`src/rtl/mult_seq_nxn.sv`:
```
// mult_seq_nxn: sequential shift-add WIDTH x WIDTH multiplier, unsigned or signed per operation.
// Define MULT_EARLY_TERM_EN to finish once the highest set multiplier bit has been consumed.
module mult_seq_nxn #(
  parameter int WIDTH = 8,
  localparam int CNT_W = $clog2(WIDTH) + 1
) (
  input  logic                 clk,
  input  logic                 reset_n,
  input  logic                 start,
  input  logic                 signed_mode,
  input  logic [WIDTH-1:0]     A,
  input  logic [WIDTH-1:0]     B,
  output logic [2*WIDTH-1:0]   O,
  output logic                 busy,
  output logic                 Finish
);
  typedef enum logic [1:0] {IDLE, CALC, DONE} state_t;
  state_t state_q, state_d;
  logic [2*WIDTH-1:0] mcand_q, mcand_d, prod_q, prod_d, o_q, o_d;
  logic [WIDTH-1:0] mplier_q, mplier_d, abs_a, abs_b;
  logic [CNT_W-1:0] count_q, count_d;
  logic neg_q, neg_d, busy_q, busy_d, finish_q, finish_d, last;
  // Signed operands are multiplied as magnitudes; the most negative value maps to 2^(WIDTH-1).
  assign abs_a = (signed_mode & A[WIDTH-1]) ? -A : A;
  assign abs_b = (signed_mode & B[WIDTH-1]) ? -B : B;
`ifdef MULT_EARLY_TERM_EN
  assign last = (count_q == CNT_W'(WIDTH - 1)) || ((mplier_q >> 1) == '0);
`else
  assign last = count_q == CNT_W'(WIDTH - 1);
`endif
  always_comb begin
    state_d  = state_q;
    mcand_d  = mcand_q;
    mplier_d = mplier_q;
    prod_d   = prod_q;
    count_d  = count_q;
    neg_d    = neg_q;
    o_d      = o_q;
    busy_d   = busy_q;
    finish_d = 1'b0;
    unique case (state_q)
      IDLE: if (start) begin
        mcand_d  = {{WIDTH{1'b0}}, abs_a};
        mplier_d = abs_b;
        neg_d    = signed_mode & (A[WIDTH-1] ^ B[WIDTH-1]);
        prod_d   = '0;
        count_d  = '0;
        busy_d   = 1'b1;
        state_d  = CALC;
      end
      CALC: begin
        prod_d   = mplier_q[0] ? prod_q + mcand_q : prod_q;
        mcand_d  = mcand_q << 1;
        mplier_d = mplier_q >> 1;
        count_d  = count_q + 1'b1;
        state_d  = last ? DONE : CALC;
      end
      DONE: begin
        o_d      = neg_q ? ~prod_q + 1'b1 : prod_q;
        finish_d = 1'b1;
        busy_d   = 1'b0;
        state_d  = IDLE;
      end
      default: state_d = IDLE;
    endcase
  end
  always_ff @(posedge clk or negedge reset_n) begin
    if (!reset_n) begin
      state_q  <= IDLE;
      mcand_q  <= '0;
      mplier_q <= '0;
      prod_q   <= '0;
      count_q  <= '0;
      neg_q    <= 1'b0;
      o_q      <= '0;
      busy_q   <= 1'b0;
      finish_q <= 1'b0;
    end else begin
      state_q  <= state_d;
      mcand_q  <= mcand_d;
      mplier_q <= mplier_d;
      prod_q   <= prod_d;
      count_q  <= count_d;
      neg_q    <= neg_d;
      o_q      <= o_d;
      busy_q   <= busy_d;
      finish_q <= finish_d;
    end
  end
  assign O      = o_q;
  assign busy   = busy_q;
  assign Finish = finish_q;
endmodule
```
`config.mk`:
```
export PLATFORM = sky130hd
export DESIGN_NAME = mult_seq_nxn
export DESIGN_NICKNAME = d
export VERILOG_FILES = /design/src/rtl/mult_seq_nxn.sv
export SDC_FILE = /design/constraint.sdc
export NUM_CORES = 1
export LEC_CHECK = 0
export BUFFER_PORTS_ARGS = -buffer_cell sky130_fd_sc_hd__buf_2
export CAP_MARGIN = 40
export CORE_MARGIN = 2
export CORE_UTILIZATION = 62
export CTS_CLUSTER_DIAMETER = 200
export DETAILED_ROUTE_END_ITERATION = 12
export PLACE_DENSITY = 0.88
export SLEW_MARGIN = 20
export SYNTH_ARGS = -nofsm -noshare
export SYNTH_HDL_FRONTEND = slang
export SYNTH_SLANG_ARGS = --single-unit
```
`constraint.sdc`:
```
create_clock -name clk -period 5.3 [get_ports clk]
set_input_delay 0.265 -clock clk [delete_from_list [all_inputs] [get_ports clk]]
set_output_delay 0.265 -clock clk [all_outputs]
set_load 0.01 [all_outputs]
```
==> impl_metrics.csv, run 1 <==
group,metric,value,unit
grt,grt_remaining_overflow,0,
placement,io_buffers,37,
timing,finalCritPeriodShare,43.9,%
route,routed_wl,8120,um
clock_network,htree_num_levels,3,
clock_network,clockBufferDepth,2,
power_and_ir_drop,p_leak,1.99,nW
worst_setup_path,cp.arrival,2.56,ns
worst_setup_path,crit_fanout,5,
timing,rsz0062_at_grt,"false",
synthesis,ys_seq_area_share,42.1,%
clock_network,numCtsBuffers,9,
die,start_util,64.8,%
grt,grt_pass1_wl,14300,um
clock_network,clock_latency,0.34,ns
die,dieArea,0.00687,sq mm
power_and_ir_drop,p_per_area,566,mW/mm^2
route,drc,0,
final_layout,diodes,0,
power_and_ir_drop,worst_ir_drop_vdd,0.335,mV
final_layout,drive_above_1_share,15.0,%
synthesis,synth.area.top_cells,"dfrtp_1, o21ai_0, nand2_1",
worst_setup_path,rrSetupSlack,2.97,ns
clock_network,cts_hold_buf,0,
die,die_y,82.9,um
die,io_pins,38,
route,wl_per_cell,15.0,um
synthesis,ys_ff_latch,65,
synthesis,synthesis.area,0.00386,sq mm
clock_network,cts-root-buf,"clkbuf_8",
placement,place_congestion,0.961,
die,coreArea,0.00596,sq mm
clock_network,cts_tree,"yes",
clock_network,clock_sinks,65,
final_layout,final_nets,503,
timing,setup_violations,0,
final_layout,fin_area,0.00434,sq mm
timing,relSlewSlack,62.9,%
timing,hold_viol_final,0,
placement,place.detailed.hpwl,5890,um
synthesis,syn_inst,429,
grt,antenna_found_initial,0,
worst_setup_path,path_class,"flip-flop to flip-flop",
clock_network,cts_setup_buffers,0,
timing,tns,0,ns
clock_network,ctsResizeCount,0,
route,dr.pass1.iters,7,
die,die_w,82.9,um
clock_network,cts.clk_slew.worst_paths,0.07,ns
timing,hold_ws,0.198,ns
synthesis,synth_edf_count,0,
route,routed_via_density,5.99,
placement,post_dp_cell_area,0.00409,sq mm
synthesis,ys.flop_type,"dfrtp_1",
route,drtAntennaViolNets,0,
final_layout,area_growth,12.4,%
synthesis,netlist.area_leader.share,42.1,%
timing,drv_slew,0,
synthesis,yosysWarnings,0,
placement,dp_slack,3.02,ns
worst_setup_path,cp.required,5.53,ns
timing,fin_crit,2.33,ns
worst_setup_path,cp-start-kind,"flip-flop",
timing,clock.fmax,0.429,GHz
synthesis,synth.distinct_cells,48,
run_status,outcome,"finished clean",
synthesis,synth_common_cells,"dfrtp_1, nand2_1, o21ai_0",
grt,grt_usage,25.4,%
timing,worst_slack,2.97,ns
synthesis,synth_area_leader_cell,"dfrtp_1",
timing,clock_skew,0.00990,ns
grt,grt_max_degree,66,
grt,grt_pass1_vias,3054,
timing,worst_slew_pin_slew,0.555,ns
die,num_rows,28,
route,vias,3254,
synthesis,synthArstFlopShare,100,%
min_path,hp-class,"input port to flip-flop",
worst_setup_path,end_kind,"flip-flop",
synthesis,postSynthAreaPerCell,9.00,sq um
job,maxCapViolCount,0,
synthesis,synth_nets,469,
route,drt_iter0_drc,197,
[sequential cells by signal, summed over array words and instances (netlist names)]
signal / count
O: 16
mcand_q: 16
prod_q: 16
mplier_q: 8
count_q: 4
state_q: 2
Finish: 1
busy: 1
neg_q: 1
[per-layer routing]
metal	routed length, um	global-route usage [%]	part of all wire (%)
met3	512	3.48	6.3
met2	3720	39.8	46
met1	3690	35.2	45
met4	194	11.3	2.4
met5	0	0	0
[critical path, stage by stage, from the launching register on]
cell	delay [ns]
dfrtp_1	0.43
ha_1	0.19
inv_1	0.05
fa_1	0.39
nand2b_1	0.18
a21oi_1	0.20
a211oi_2	0.10
o21ai_1	0.28
o211ai_1	0.14
a211o_1	0.27
[cell type report]
cell class / count / area [sq um]
clock inverters: 5 / 78.8
inverters: 15 / 56.3
well taps: 75 / 93.8
clock buffers: 11 / 141
fillers: 469 / 1620
repair buffers: 44 / 254
multi-input cells: 328 / 2090
flip-flops and latches: 65 / 1630
[path summary, 6_finish.rpt]
kind	cells after the start	end	startpoint
max	9	prod_q[12]	prod_q[0]
min	2	mcand_q[0]	A[0]
min reg2reg	2	O[8]	O[8]
min in group asynchronous	3	count_q[3]	reset_n
max in group asynchronous	4	mcand_q[9]	reset_n
max reg2reg	9	prod_q[12]	prod_q[0]
[cells in the final DEF, fill, tap and decap left out, types with 4 or more instances in the layout]
cell,n
nand2_1,65
o21bai_1,4
buf_2,38
a21oi_1,35
or3_1,7
nor3_1,7
nand3_1,7
a21o_1,4
nor2_1,18
xor2_1,19
o31ai_1,5
ha_1,19
a22o_1,13
clkbuf_8,10
inv_1,15
o21ai_0,54
xnor2_1,16
o21ai_1,7
dfrtp_1,65
nand2b_1,7
[kinds of logic (layout without fill, tap and decap cells)]
kind of cell | Yosys count | count (layout) | share of synthesized area [%]
AOI/OAI and AO/OA | 142 | 142 | 22.7
and+or+nand+nor | 127 | 127 | 15.5
DFF | 65 | 65 | 42.1
buffers and inverters | 36 | 75 | 3.95
xor gates and xnor gates | 35 | 35 | 7.94
adders and majority gates | 20 | 20 | 6.68
muxes | 4 | 4 | 1.10
[report_power, final]
group	total (mW)	internal, mW	leakage [nW]	switching (mW)
registers	0.878	0.675	0.851	0.203
clock network	0.465	0.277	0.113	0.188
logic	1.11	0.464	1.02	0.648
[through the flow]
stage          cells  utilization, %  power (mW)
2_1_floorplan    429               -        1.71
3_3_place_gp     523            68.4        1.92
3_5_place_dp     525            68.7        1.97
4_1_cts          541            72.4        2.45
5_1_grt          543            72.9        2.66
6_report         543            72.9        2.45
Note: power is estimated with default switching activity, not from simulation.
==> inputs of run 2 (changes only) <==
--- a/config.mk
+++ b/config.mk
@@ -8,10 +8,10 @@
 export BUFFER_PORTS_ARGS = -buffer_cell sky130_fd_sc_hd__buf_2
 export CAP_MARGIN = 40
 export CORE_MARGIN = 2
-export CORE_UTILIZATION = 62
+export CORE_UTILIZATION = 59
 export CTS_CLUSTER_DIAMETER = 200
 export DETAILED_ROUTE_END_ITERATION = 12
-export PLACE_DENSITY = 0.88
+export PLACE_DENSITY = 0.85
 export SLEW_MARGIN = 20
 export SYNTH_ARGS = -nofsm -noshare
 export SYNTH_HDL_FRONTEND = slang
==> constraint.sdc (replaced) <==
create_clock -name clk -period 2.4 [get_ports clk]
set_input_delay 0.12 -clock clk [delete_from_list [all_inputs] [get_ports clk]]
set_output_delay 0.12 -clock clk [all_outputs]
set_load 0.01 [all_outputs]
==> run 2 against run 1 <==
Global-route usage decreased by 2.1 points; setup slack got worse by 2.8 ns; critical path type unchanged; clock power increased by 110%; die area increased by 4.8%; via count decreased by 3.0%; routed wire length decreased by 5.2%.
==> impl_metrics.csv, run 2 (same netlist as run 1, synthesis figures left out) <==
group,metric,value,unit
die,die_w,84.9,um
route,drt_iter0_drc,285,
timing,clock.fmax,0.450,GHz
route,drc,0,
final_layout,diodes,0,
placement,dp_cells,530,
grt,grt_usage,23.3,%
timing,relSlewSlack,53.5,%
power_and_ir_drop,p_clk_share,18.6,%
worst_setup_path,cp.required,2.62,ns
final_layout,drive_above_1_share,15.5,%
die,coreArea,0.00635,sq mm
worst_setup_path,cp-start-kind,"flip-flop",
worst_setup_path,crit_fanout,5,
placement,dp_slack,0.157,ns
timing,worst_slew_pin_slew,0.696,ns
die,num_rows,29,
die,die_y,84.9,um
grt,grt_pass1_vias,3023,
die,start_util,60.8,%
route,wl_per_cell,14.1,um
timing,rsz0062_at_grt,"false",
min_path,hp-class,"input port to flip-flop",
final_layout,area_growth,12.3,%
power_and_ir_drop,p_leak,1.98,nW
route,routed_via_density,5.77,
timing,clock_skew,0.00991,ns
timing,finalCritPeriodShare,92.7,%
die,io_pins,38,
timing,setup_violations,0,
placement,io_buffers,37,
worst_setup_path,end_kind,"flip-flop",
job,maxCapViolCount,0,
timing,hold_ws,0.0433,ns
final_layout,final_core_util,68.3,%
route,routed_wl,7690,um
clock_network,clock_latency,0.34,ns
worst_setup_path,path_class,"flip-flop to flip-flop",
grt,grt_remaining_overflow,0,
power_and_ir_drop,intPower,3.12,mW
clock_network,htree_num_levels,3,
route,vias,3155,
final_layout,final_cell_mix,"dfrtp_1, nand2_1, o21ai_0, buf_2, a21oi_1",
final_layout,final_nets,505,
clock_network,cts_tree,"yes",
placement,place.detailed.hpwl,5890,um
worst_setup_path,cp.arrival,2.44,ns
power_and_ir_drop,netSwitchingPower,2.25,mW
final_layout,fill_cells,487,
final_layout,fin_cells,547,
power_and_ir_drop,p_per_area,1240,mW/mm^2
power_and_ir_drop,pwr-share-seq,35.8,%
clock_network,cts-root-buf,"clkbuf_8",
power_and_ir_drop,p_comb_share,45.7,%
power_and_ir_drop,worst_ir_drop_vdd,0.755,mV
grt,antenna_found_initial,0,
power_and_ir_drop,swShare,41.9,%
grt,grt_pass1_wl,13500,um
route,dr.pass1.iters,4,
clock_network,numCtsBuffers,9,
die,dieArea,0.00721,sq mm
clock_network,cts.clk_slew.worst_paths,0.07,ns
timing,tns,0,ns
run_status,outcome,"finished clean",
timing,drv_slew,0,
clock_network,clock_sinks,65,
timing,hold_viol_final,0,
route,drtAntennaViolNets,0,
timing,worst_slack,0.176,ns
grt,grt_max_degree,35,
timing,fin_crit,2.22,ns
placement,place_congestion,0.945,
clock_network,clockBufferDepth,2,
## run 2: worst paths after layout
| check | from | end | slack [ns] | depth (start not counted) |
|---|---|---|---|---|
| min in group asynchronous | reset_n | O[12] | 0.24 | 2 |
| setup reg to reg | prod_q[0] | prod_q[12] | 0.18 | 9 |
| hold reg to reg | O[7] | O[7] | 0.47 | 2 |
| setup / recovery | prod_q[0] | prod_q[12] | 0.18 | 9 |
| max in group asynchronous | reset_n | mcand_q[9] | 1.43 | 3 |
| hold / removal | A[0] | mcand_q[0] | 0.04 | 2 |
## run 2: metal layers
metal | global-route usage, % | part of all wire, %
met5 | 0 | 0
met1 | 29.2 | 45
met3 | 4.38 | 3.9
met2 | 40.0 | 50
met4 | 9.09 | 1.4
## run 2: final cells by class
class | count | area (sq um) | area share (%)
multi-input combinational | 328 | 2090 | 48.2
sequential | 65 | 1630 | 37.5
timing repair buffer | 46 | 255 | 5.89
clock buffer | 10 | 128 | 2.94
tap | 77 | 96.3 | 2.22
clock inverter | 6 | 82.6 | 1.90
inverter | 15 | 56.3 | 1.30
## run 2: repair_timing
item | in CTS | in global routing
endpoints found under the setup margin | 0 | 1
setup buffers | 0 | 0
resized for setup | 0 | 1
endpoints found under the hold margin | 19 | 0
hold buffers | 1 | 0
## run 2: per-stage QoR
step	total power, mW	area, sq um
2_1_floorplan	3.78	3860
3_3_place_gp	4.27	4110
3_5_place_dp	4.37	4110
4_1_cts	5.38	4330
5_1_grt	5.82	4340
6_report	5.37	4340
## run 2: power by group through the flow
stage | Clock, mW | Sequential [mW] | Combinational (mW)
global placement | 0 | 1.91 | 2.35
floorplan | 0 | 1.84 | 1.94
global route | 1.04 | 1.99 | 2.78
detailed placement | 0 | 1.94 | 2.43
finish | 0.996 | 1.92 | 2.45
CTS | 1.01 | 1.92 | 2.45
## run 2: worst max-delay path, stage by stage (launching register included)
cell and delay (ns):
dfrtp_1 0.42, ha_1 0.20, inv_1 0.06, fa_1 0.39
nand2b_1 0.18, a21oi_1 0.17, a211oi_2 0.09, o21ai_2 0.20
o211ai_1 0.12, a211o_1 0.27
==> inputs of run 3 (changes only) <==
--- a/config.mk
+++ b/config.mk
@@ -11,7 +11,7 @@
 export CORE_UTILIZATION = 59
 export CTS_CLUSTER_DIAMETER = 200
 export DETAILED_ROUTE_END_ITERATION = 12
-export PLACE_DENSITY = 0.85
+export PLACE_DENSITY = 0.8
 export SLEW_MARGIN = 20
 export SYNTH_ARGS = -nofsm -noshare
 export SYNTH_HDL_FRONTEND = slang
==> run 3 against run 2 <==
Routed wire length is 4.0% higher; first-iteration DRC count is 42% lower; clock power is 8.4% lower; core utilization stayed put; via count is 1.6% higher; register-to-register slack worse by 0.05 ns; non-clock buffer count is 2 higher; maximum frequency is 2.2% lower; critical path type unchanged.
==> impl_metrics.csv, run 3 (same netlist as run 1, synthesis figures left out) <==
group,metric,value,unit
placement,dp_slack,0.0848,ns
grt,grt_usage,24.4,%
route,routed_via_density,5.85,
worst_setup_path,path_cells,"ha_1, inv_1, fa_1, nand2b_1, a21oi_1, a211oi_2, o21ai_2, o211ai_1, a211o_1",
final_layout,diodes,0,
worst_setup_path,cp.arrival,2.49,ns
route,wl_per_cell,14.6,um
min_path,hp-class,"input port to flip-flop",
worst_setup_path,cpPeakStageDelay,0.42,ns
worst_setup_path,crit_buf_inv,1,
die,start_util,60.8,%
power_and_ir_drop,p_per_area,1230,mW/mm^2
placement,place.detailed.hpwl,6140,um
timing,rsz0062_at_grt,"false",
timing,setup_violations,0,
job,maxCapViolCount,0,
grt,grt_pass1_wl,14100,um
route,drc,0,
timing,worst_slack,0.125,ns
placement,place_congestion,0.973,
timing,fin_crit,2.27,ns
timing,tns,0,ns
worst_setup_path,cp_top_family,"compound AO/OA/AOI/OAI gates",
route,drtAntennaViolNets,0,
die,die_y,84.9,um
timing,drv_slew,0,
timing,clock_skew,0.00865,ns
timing,worst_slew_pin_slew,0.686,ns
worst_setup_path,cp-start-kind,"flip-flop",
clock_network,cts-root-buf,"clkbuf_8",
grt,grt_max_degree,35,
power_and_ir_drop,p_clk_share,17.1,%
die,die_w,84.9,um
timing,clock.fmax,0.440,GHz
worst_setup_path,crit_fanout,5,
worst_setup_path,end_kind,"flip-flop",
timing,hold_viol_final,0,
clock_network,clock_latency,0.33,ns
clock_network,clockBufferDepth,2,
final_layout,final_cell_mix,"dfrtp_1, nand2_1, o21ai_0, buf_2, a21oi_1",
clock_network,clock_sinks,65,
placement,io_buffers,37,
timing,hold_ws,0.0508,ns
final_layout,drive_above_1_share,15.7,%
die,io_pins,38,
clock_network,cts_tree,"yes",
timing,finalCritPeriodShare,94.8,%
final_layout,final_nets,507,
worst_setup_path,critical-path-slowest-cell,"dfrtp_1",
clock_network,cts.clk_slew.worst_paths,0.07,ns
die,dieArea,0.00721,sq mm
power_and_ir_drop,worst_ir_drop_vdd,0.681,mV
worst_setup_path,path_class,"flip-flop to flip-flop",
worst_setup_path,cp.required,2.61,ns
route,routed_wl,8000,um
clock_network,cts_setup_buffers,0,
power_and_ir_drop,swShare,42.1,%
grt,grt_pass1_vias,3119,
grt,antenna_found_initial,0,
timing,relSlewSlack,54.2,%
route,dr.pass1.iters,4,
power_and_ir_drop,p_leak,1.99,nW
power_and_ir_drop,finalPower,5.33,mW
route,drt_iter0_drc,165,
clock_network,numCtsBuffers,9,
clock_network,htree_num_levels,3,
die,coreArea,0.00635,sq mm
power_and_ir_drop,p_comb_share,47.2,%
grt,grt_remaining_overflow,0,
final_layout,area_growth,12.3,%
power_and_ir_drop,netSwitchingPower,2.24,mW
route,vias,3206,
die,num_rows,29,
run_status,outcome,"finished clean",
power_and_ir_drop,pwr-share-seq,35.7,%
power_and_ir_drop,intPower,3.08,mW
run 3: cell count changes in the layout (fill, tap and decap cells not counted), sizes merged:
cell      change
buf           +2
bufinv        -1
clkbuf        +2
clkinv        -1
clkinvlp      -1
run 3: metrics by stage:
| stage | instances | util [%] | cell area (sq um) |
|---|---|---|---|
| after floorplan | 429 | - | 3860 |
| after global routing | 548 | 68.3 | 4340 |
| after CTS | 548 | 68.2 | 4330 |
| after global placement | 532 | 65.0 | 4130 |
| final | 548 | 68.3 | 4340 |
| after detailed placement | 532 | 65.0 | 4130 |
run 3: final timing paths:
| check | startpoint | to | slack [ns] | cells after the start |
|---|---|---|---|---|
| max | prod_q[0] | prod_q[12] | 0.13 | 9 |
| min in group asynchronous | reset_n | prod_q[5] | 0.26 | 2 |
| max in group asynchronous | reset_n | mcand_q[10] | 1.41 | 3 |
| max reg2reg | prod_q[0] | prod_q[12] | 0.13 | 9 |
| min | A[0] | mcand_q[0] | 0.05 | 2 |
| min reg2reg | O[4] | O[4] | 0.47 | 2 |
run 3: repair_timing:
item                                   4_1_cts  5_1_grt
endpoints found under the hold margin       15        0
hold buffers                                 1        0
resized for setup                            0        1
setup endpoints to repair                    0        1
run 3: layout make-up:
cell class | instances | area, sq um
inverters | 15 | 56.3
clock buffers | 12 | 155
well taps | 77 | 96.3
flip-flops and latches | 65 | 1630
clock inverters | 3 | 40.0
multi-input cells | 328 | 2090
fillers | 517 | 2010
repair buffers | 48 | 270
run 3: power groups by stage:
stage	Sequential [mW]	Clock [mW]	Combinational (mW)
after floorplan	1.84	0	1.94
after global placement	1.89	0	2.43
after detailed placement	1.92	0	2.51
after CTS	1.90	0.942	2.52
after global routing	1.96	0.978	2.86
final	1.90	0.912	2.51
run 3: worst register-to-register path: stages, from the launching register on:
cell and delay [ns]:
dfrtp_1 0.42, ha_1 0.19, inv_1 0.05, fa_1 0.40, nand2b_1 0.18, a21oi_1 0.21, a211oi_2 0.10, o21ai_2 0.21
o211ai_1 0.12, a211o_1 0.27
run 3: routing by layer:
layer / GRT usage, % / routed length [um] / up-vias
met3: 4.96 / 291 / 16
met2: 42.7 / 4040 / 77
li1: - / - / 1603
met5: 0 / 0 / -
met1: 29.7 / 3530 / 1510
met4: 9.24 / 148 / 0
